**src/rtl/fanout_fork_buffer_if.sv**
```systemverilog
// Stream-in / fanout-out bundle for the fork buffer.
// The buffer side uses the slave modport; the driving environment uses master.
interface fanout_fork_buffer_if #(
  parameter int unsigned NUM_OUT    = 9,
  parameter int unsigned DATA_WIDTH = 17
) ();
  logic [NUM_OUT-1:0]    en;
  logic [DATA_WIDTH-1:0] data_in;
  logic                  valid_in;
  logic                  ready_out;
  logic [DATA_WIDTH-1:0] data_out;
  logic [NUM_OUT-1:0]    valid_out;
  logic [NUM_OUT-1:0]    ready_in;

  modport slave (
    input  en,
    input  data_in,
    input  valid_in,
    output ready_out,
    output data_out,
    output valid_out,
    input  ready_in
  );

  modport master (
    output en,
    output data_in,
    output valid_in,
    input  ready_out,
    input  data_out,
    input  valid_out,
    output ready_in
  );
endinterface

```
**src/rtl/fanout_fork_buffer.sv**
```systemverilog
// Two-entry ready/valid buffer with an eager fork to NUM_OUT branches.
// Each word is held until every enabled branch has taken it; disabled
// branches count as already served. Upstream ready is registered so the
// branch-ready reduction stays out of the upstream combinational path.
module fanout_fork_buffer #(
  parameter int unsigned NUM_OUT    = 9,
  parameter int unsigned DATA_WIDTH = 17
) (
  input  logic clk,
  input  logic rst_n,
  fanout_fork_buffer_if.slave bus
);

  logic [DATA_WIDTH-1:0] mem [2];
  logic                  wr_ptr;
  logic                  rd_ptr;
  logic [1:0]            count;
  logic [NUM_OUT-1:0]    done;
  logic                  ready_q;

  logic                  not_empty;
  logic [NUM_OUT-1:0]    valid_vec;
  logic [NUM_OUT-1:0]    fire;
  logic                  all_served;
  logic                  push;
  logic                  pop;
  logic [1:0]            next_count;

  // Branch valids, handshakes and FIFO control, all from registered state
  always_comb begin
    not_empty  = (count != 2'd0);
    valid_vec  = {NUM_OUT{not_empty}} & bus.en & ~done;
    fire       = valid_vec & bus.ready_in;
    all_served = &(done | fire | ~bus.en);
    push       = bus.valid_in & ready_q;
    pop        = not_empty & all_served;
    next_count = count + {1'b0, push} - {1'b0, pop};
  end

  assign bus.valid_out = valid_vec;
  assign bus.data_out  = mem[rd_ptr];
  assign bus.ready_out = ready_q;

  // Pointer, occupancy, served-flag and registered upstream-ready state
  always_ff @(posedge clk or negedge rst_n) begin
    if (!rst_n) begin
      wr_ptr  <= 1'b0;
      rd_ptr  <= 1'b0;
      count   <= 2'd0;
      done    <= '0;
      ready_q <= 1'b1;
    end else begin
      if (push) wr_ptr <= ~wr_ptr;
      if (pop) begin
        rd_ptr <= ~rd_ptr;
        done   <= '0;
      end else begin
        done <= done | fire;
      end
      count   <= next_count;
      ready_q <= (next_count != 2'd2);
    end
  end

  // Payload storage; contents are intentionally not reset
  always_ff @(posedge clk) begin
    if (push) mem[wr_ptr] <= bus.data_in;
  end

endmodule

```
**src/flat_wrapper.sv**
```systemverilog
// flat-port wrapper written by rule: the top's interface ports become plain ports
module fanout_fork_buffer_flat 
#(
  parameter int unsigned NUM_OUT    = 9,
  parameter int unsigned DATA_WIDTH = 17
)
  (clk, rst_n, bus_en, bus_data_in, bus_valid_in, bus_ready_out, bus_data_out, bus_valid_out, bus_ready_in);
  fanout_fork_buffer_if #(.NUM_OUT(NUM_OUT), .DATA_WIDTH(DATA_WIDTH)) bus_i ();
  input  logic clk;
  input  logic rst_n;
  input wire logic [$bits(bus_i.en)-1:0] bus_en;
  input wire logic [$bits(bus_i.data_in)-1:0] bus_data_in;
  input wire logic [$bits(bus_i.valid_in)-1:0] bus_valid_in;
  output wire logic [$bits(bus_i.ready_out)-1:0] bus_ready_out;
  output wire logic [$bits(bus_i.data_out)-1:0] bus_data_out;
  output wire logic [$bits(bus_i.valid_out)-1:0] bus_valid_out;
  input wire logic [$bits(bus_i.ready_in)-1:0] bus_ready_in;
  assign bus_i.en = bus_en;
  assign bus_i.data_in = bus_data_in;
  assign bus_i.valid_in = bus_valid_in;
  assign bus_ready_out = bus_i.ready_out;
  assign bus_data_out = bus_i.data_out;
  assign bus_valid_out = bus_i.valid_out;
  assign bus_i.ready_in = bus_ready_in;
  fanout_fork_buffer #(.NUM_OUT(NUM_OUT), .DATA_WIDTH(DATA_WIDTH)) u_core (.clk(clk), .rst_n(rst_n), .bus(bus_i));
endmodule
```
**config.mk**
```make
export PLATFORM = sky130hd
export DESIGN_NAME = fanout_fork_buffer_flat
export DESIGN_NICKNAME = d
export VERILOG_FILES = /design/src/rtl/fanout_fork_buffer_if.sv /design/src/rtl/fanout_fork_buffer.sv /design/src/flat_wrapper.sv
export SDC_FILE = /design/constraint.sdc
export NUM_CORES = 1
export LEC_CHECK = 0
export CORE_MARGIN = 2
export CORE_UTILIZATION = 45
export DETAILED_ROUTE_END_ITERATION = 6
export PLACE_DENSITY = 0.79
export SLEW_MARGIN = 15
export SYNTH_ARGS = -nofsm -noshare
export SYNTH_HDL_FRONTEND = slang
export SYNTH_SLANG_ARGS = --single-unit
```
**constraint.sdc**
```tcl
create_clock -name clk -period 2.3 [get_ports clk]
set_input_delay 0.46 -clock clk [delete_from_list [all_inputs] [get_ports clk]]
set_output_delay 0.46 -clock clk [all_outputs]
set_load 0.01 [all_outputs]
```
# ---- Word level (Yosys, flattened, before mapping)
# Memories as Yosys holds them, arrays and structs flattened.
# Cells that the tools add are included.
dict set report word_totals {
  regBits 14
  latchBits 0
  ramBits 34
  romBits 0
  in_bits 38
  out_inout_bits 27
  word_cells 25
  n_memories 1
}
dict set report op_classes {
  n_addsub 2
  mul 0
  div 0
  magnitude_cmp 0
  n_eq_ne 1
  shift 0
  muxes 3
  bitwise_logic 11
  n_reduce_logical 2
}
# memory words word_bits read_ports rd_ports_with_merged_regs write_ports line
set memory_table {}
lappend memory_table {u_core.mem 2 17 1 0 1 fanout_fork_buffer.sv:14} ;# logic [DATA_WIDTH-1:0] mem [2];
# operator n
set op_table {}
lappend op_table {{$and A9 B9 Y9} 3}
lappend op_table {{$not A9 Y9} 2}
lappend op_table {{$or A9 B9 Y9} 2}
lappend op_table {{$mux W9} 1}
lappend op_table {{$reduce_and A9 Y1} 1}
lappend op_table {{$add A2 B1 Y2} 1}
lappend op_table {{$and A1 B1 Y1} 2}
lappend op_table {{$mux W1} 2}
lappend op_table {{$ne A2 B2 Y1 const B} 1}
lappend op_table {{$not A1 Y1} 2}
lappend op_table {{$reduce_bool A2 Y1} 1}
lappend op_table {{$sub A2 B1 Y2} 1}

# ---- Depth between registers and ports, before layout
dict set report logic_depth {
  ltp_word 10
  depth_mapped 10
  ltp_nobuf 10
}

# ---- Worst setup path after synthesis
# Ideal clock, no wire load.
dict set report synth_path {
  path_type {input port to flip-flop}
  from {input port bus_en[0]}
  to {register u_core.ready_q (netlist: u_core.bus.ready_out)}
  setup_ps 81
  arrival_ps 2024
  required_ps 2219
  setup_slack_ps 195
  cell_stages 10
  n_path_buf 0
  cell_sequence {nor3b_1 > a21oi_1 > nand3_2 > a211oi_4 > ha_1 > inv_1 > ha_1 > xnor2_1 > xnor2_1 > nand2b_1}
}
dict set report synth_via {
  elab_chain_len 9
  word_cells_on_any_way 10
  cone_classes {1 x add/sub; 1 x eq/ne; 7 x bitwise; 1 x reduce/logical}
}
# item line
set synth_rtl {}
lappend synth_rtl {{from (decl)} flat_wrapper.sv:11} ;# input wire logic [$bits(bus_i.en)-1:0] bus_en;
lappend synth_rtl {{$and A9 B9 Y9 (2 in series)} fanout_fork_buffer.sv:32} ;# valid_vec = {NUM_OUT{not_empty}} & bus.en & ~done;
lappend synth_rtl {{$and A9 B9 Y9} fanout_fork_buffer.sv:33} ;# fire = valid_vec & bus.ready_in;
lappend synth_rtl {{$or A9 B9 Y9} fanout_fork_buffer.sv:34} ;# all_served = &(done | fire | ~bus.en);
lappend synth_rtl {{$or A9 B9 Y9 *} fanout_fork_buffer.sv:34}
lappend synth_rtl {{$reduce_and A9 Y1 *} fanout_fork_buffer.sv:34}
lappend synth_rtl {{$and A1 B1 Y1 *} fanout_fork_buffer.sv:36} ;# pop = not_empty & all_served;
lappend synth_rtl {{named net u_core.pop} fanout_fork_buffer.sv:26} ;# logic pop;
lappend synth_rtl {{$sub A2 B1 Y2 *} fanout_fork_buffer.sv:37} ;# next_count = count + {1'b0, push} - {1'b0, pop};
lappend synth_rtl {{named net u_core.next_count[1]} fanout_fork_buffer.sv:27} ;# logic [1:0] next_count;
lappend synth_rtl {{$ne A2 B2 Y1 *} fanout_fork_buffer.sv:61} ;# ready_q <= (next_count != 2'd2);
lappend synth_rtl {{to (signal assigned)} fanout_fork_buffer.sv:61}
lappend synth_rtl {{to (decl)} fanout_fork_buffer.sv:19} ;# logic ready_q;
# The timed path passes the listed nets; every way through them passes the cells marked *.
# A chain may end at the register's enable or synchronous reset.

# ---- Worst setup path after layout
dict set report layout_path {
  from {register u_core.rd_ptr}
  to {output port bus_data_out[11]}
}
dict set report layout_via {
  elab_chain_len 1
}
# item line
set layout_rtl {}
lappend layout_rtl {{from (decl)} fanout_fork_buffer.sv:16} ;# logic rd_ptr;
lappend layout_rtl {{from (signal assigned)} fanout_fork_buffer.sv:55} ;# rd_ptr <= ~rd_ptr;
lappend layout_rtl {{$mem_v2 Z2 W17} --}
lappend layout_rtl {{to (decl)} flat_wrapper.sv:15} ;# output wire logic [$bits(bus_i.data_out)-1:0] bus_data_out;
# No other way between the ends.

==> results.md <==
- Status: finished, final reports clean
- Actual slew at the worst max-slew pin: between 600 and 700 ps
- Mean area per synthesized cell: 14.4 um^2
- Critical path arrival: 1780 ps
- Vias in the first global route: approximately 1400
- Via density: 4.98
- CTS Sinks: 48
- Row cnt: 24
- Buffers & Inverters on Critical Path: 2
- DR iter-0 viols: 85
- CTS buffer count: 5
- Hold Path Class: flip-flop to flip-flop
- Worst-Skew Late Latency: 300 ps
- Initial Utilization: a little under half
- Synthesized area: approximately 0.002 mm^2
- Clk slew on worst S/H paths: 80 ps
- # Max-Cap Violations: 0
- Warnings from Yosys: 0
- RSZ-0062 raised after global routing: no
- Hold path depth: 1
- Cell variety after synth: 25
- Port bufs: 64
- Share of layout cells above drive strength 1: a little under a fifth
- Final ANT Viol Nets: 0
- Cell Pwr Density: 1210 mW/mm^2
- Largest net degree at the start of global routing: 20
- Count leader, synth: edfxtp_1
- Final Util: 67.2%
- CP required: between 1500 and 2000 ps
- Post-synth ARST share: between 20 and 30%
- Area contributors post-synth: edfxtp_1, dfrtp_1, mux2_2, nor2_1, a31oi_1
- Die area: between 0.004 and 0.005 mm^2
- Layout Nets: approximately 250
- Area of the core: 0.00426 mm^2
- # setup viols final: 0
- Crit path launch: u_core.rd_ptr$_DFFE_PN0P_
- Setup crit start kind: flip-flop
- Slowest cell on crit path: clkdlybuf4s50_1
- Final Hold Viols: 0
- Filler cells: about 290
- Fmax: between 400 and 500 MHz
- Synth Instances: around 140
- WL final: 3840 um
- GR Overflow Total: 0
- Internal Dissipation: 2.42 mW
- Share of the synthesized area in the top cell type: between 50% and 60%
- DP HPWL: roughly 2800 um
- Worst VDD drop: approximately 0.00054 V
- Critical Path Fanout Max: 17
- CP endpoint kind: output port
- Gpl congestion: about 0.73
- Min Clock Period, post-route: ~2200 ps
- Sequential area share after synthesis: 70.0%
- CTS tree: done
- Combinational power share: between 40% and 50%
- Die width: between 70 and 80 um
- Final Hold Slack: a little over 500 ps
- Root Driver: clkbuf_8
- Final period util: a little over nine tenths
- Boundary Pins: 65
- Top cells by count, synth: edfxtp_1, nor2_1, mux2_2
- Leakage: roughly 1.1 nW
- Top FF cell, synth: edfxtp_1
- Initial antenna violation count: 0
- Hold-fix buffers, CTS: 0
- Crit path cell chain: buf_6 -> mux2_2 -> clkdlybuf4s50_1
- Crit Reg-Reg Endpoint: u_core.bus.ready_out$_DFF_PN1_
- Switch Pwr: around 1.0 mW
- Crit-path max cell delay: 500 ps
- Sink of the worst hold path: u_core.wr_ptr$_DFFE_PN0P_
- Hold Crit Start: u_core.wr_ptr$_DFFE_PN0P_
- Kind of critical path: flip-flop to output port
- Vias: approximately 1300
- EDFF count, synth: 34
- Drc violations: 0
- Vert. Die Dim: approximately 70 um
- Area grow syn2layout: 46.0%
- Final Max Tran Viols: 0
- Relative slew slack: 58.6%
- Worst Skew: 5.63 ps
- Power share of the clock group: about a fifth
- Global Route Usage Sum: between 15 and 20%
- Register bit total from synthesis: 48
- Clk buf depth: 2
- Largest area contributor in the netlist: edfxtp_1
- Worst R2R Path Depth: 9
- First-pass GRT wire length: 6290 um
- Drt wl/cell: 14.7 um
- Switch share: ~30%
- Syn_nets: about 180
- # diodes: 0
- Worst R2R Start: u_core.count[1]$_DFF_PN0_
- H-Tree Depth: 2
- Pre-Repair DR Iteration Count: 6
- R2R setup slack: ~300 ps
- Setup bufs post-CTS: 0
- Crit path max-delay family: buffers and inverters
- Seq pwr share: 39.0%
[what timing repair did]
| action | CTS | global route |
|---|---|---|
| endpoints found under the setup margin | 1 | 9 |
| pin swaps | 0 | 4 |
| endpoints found under the hold margin | 0 | 0 |
| gates resized for setup | 1 | 6 |
[worst max-delay path by stage]
| stage | endpoint | slack (ps) | cells past startpoint |
|---|---|---|---|
| after global placement | u_core.bus.ready_out$_DFF_PN1_ | -120 | 11 |
| after CTS | bus_valid_out[1] | 20 | 4 |
| final | bus_data_out[11] | 60 | 3 |
| after global routing | bus_data_out[11] | 10 | 3 |
| after floorplan | u_core.bus.ready_out$_DFF_PN1_ | 190 | 10 |
| after detailed placement | u_core.bus.ready_out$_DFF_PN1_ | -240 | 11 |
[cells by family after synthesis]
| group | share of synthesized area (%) |
|---|---|
| AO/OA/AOI/OAI | 6.06 |
| XOR/XNOR | 1.79 |
| adder cells (fa/ha/maj) | 1.28 |
| buffers and inverters | 1.47 |
| flip-flops | 70.0 |
| multiplexers | 9.76 |
| AND/OR/NAND/NOR | 9.69 |
[power groups by stage]
stage | logic (mW) | registers [mW] | clock network, mW
2_1_floorplan | 0.766 | 1.31 | 0
3_3_place_gp | 1.31 | 1.34 | 0
3_5_place_dp | 1.36 | 1.35 | 0
4_1_cts | 1.37 | 1.34 | 0.732
5_1_grt | 1.51 | 1.37 | 0.767
6_report | 1.39 | 1.35 | 0.717
[per-layer routing]
layer  GRT usage, %  routed length [um]  vias up
li1               -                   -      636
met1           20.6                1600      598
met2           28.6                1930       63
met3           4.62                 259        7
met4           5.77                  62        0
met5              0                   0        -
[worst register-to-register path: cells and delay by family (launching register included)]
kind | cells | cell delay, ps
simple gates | 3 | 520
flops | 1 | 400
fa+ha+maj | 2 | 400
xor+xnor | 2 | 260
compound gates | 1 | 250
buf+inv | 1 | 100
[flip-flops by register name, indices dropped and copies added, names as in the netlist]
name,cells
u_core.bus.ready_out,1
u_core.done,9
u_core.mem,34
u_core.rd_ptr,1
u_core.wr_ptr,1
u_core.count,2
[final cells by class]
| cell class | instances | area, um^2 | area share, % |
|---|---|---|---|
| clock buffer | 5 | 68.8 | 2.40 |
| clock inverter | 3 | 68.8 | 2.40 |
| sequential | 48 | 1370 | 47.9 |
| tap | 52 | 65.1 | 2.27 |
| multi-input combinational | 81 | 583 | 20.4 |
| inverter | 3 | 11.3 | 0.393 |
| timing repair buffer | 70 | 694 | 24.2 |
[per-stage QoR]
stage	area [um^2]	setup slack [ps]	setup TNS, ps	power [mW]	std cells
after floorplan	1960	195	0	2.08	136
after CTS	2840	24.0	0	3.45	262
after detailed placement	2700	-239	-404	2.71	254
after global placement	2700	-119	-179	2.65	254
final	2860	63.1	0	3.45	262
after global routing	2860	13.1	0	3.65	262
[layout by cell type, fill, tap and decap left out, types with 2 or more instances in the layout]
master / synthesis / final
clkdlybuf4s50_1: 0 / 62
dlymetal6s2s_1: 0 / 2
mux2_2: 17 / 17
a31oi_1: 8 / 8
clkbuf_8: 0 / 5
dfrtp_1: 13 / 13
xnor2_1: 3 / 2
inv_1: 3 / 3
bufinv_16: 0 / 2
edfxtp_1: 34 / 34
nor2_1: 26 / 26
nand2_1: 12 / 12
buf_4: 0 / 5
and3_1: 2 / 2
Note: power is estimated with default switching activity, not from simulation.
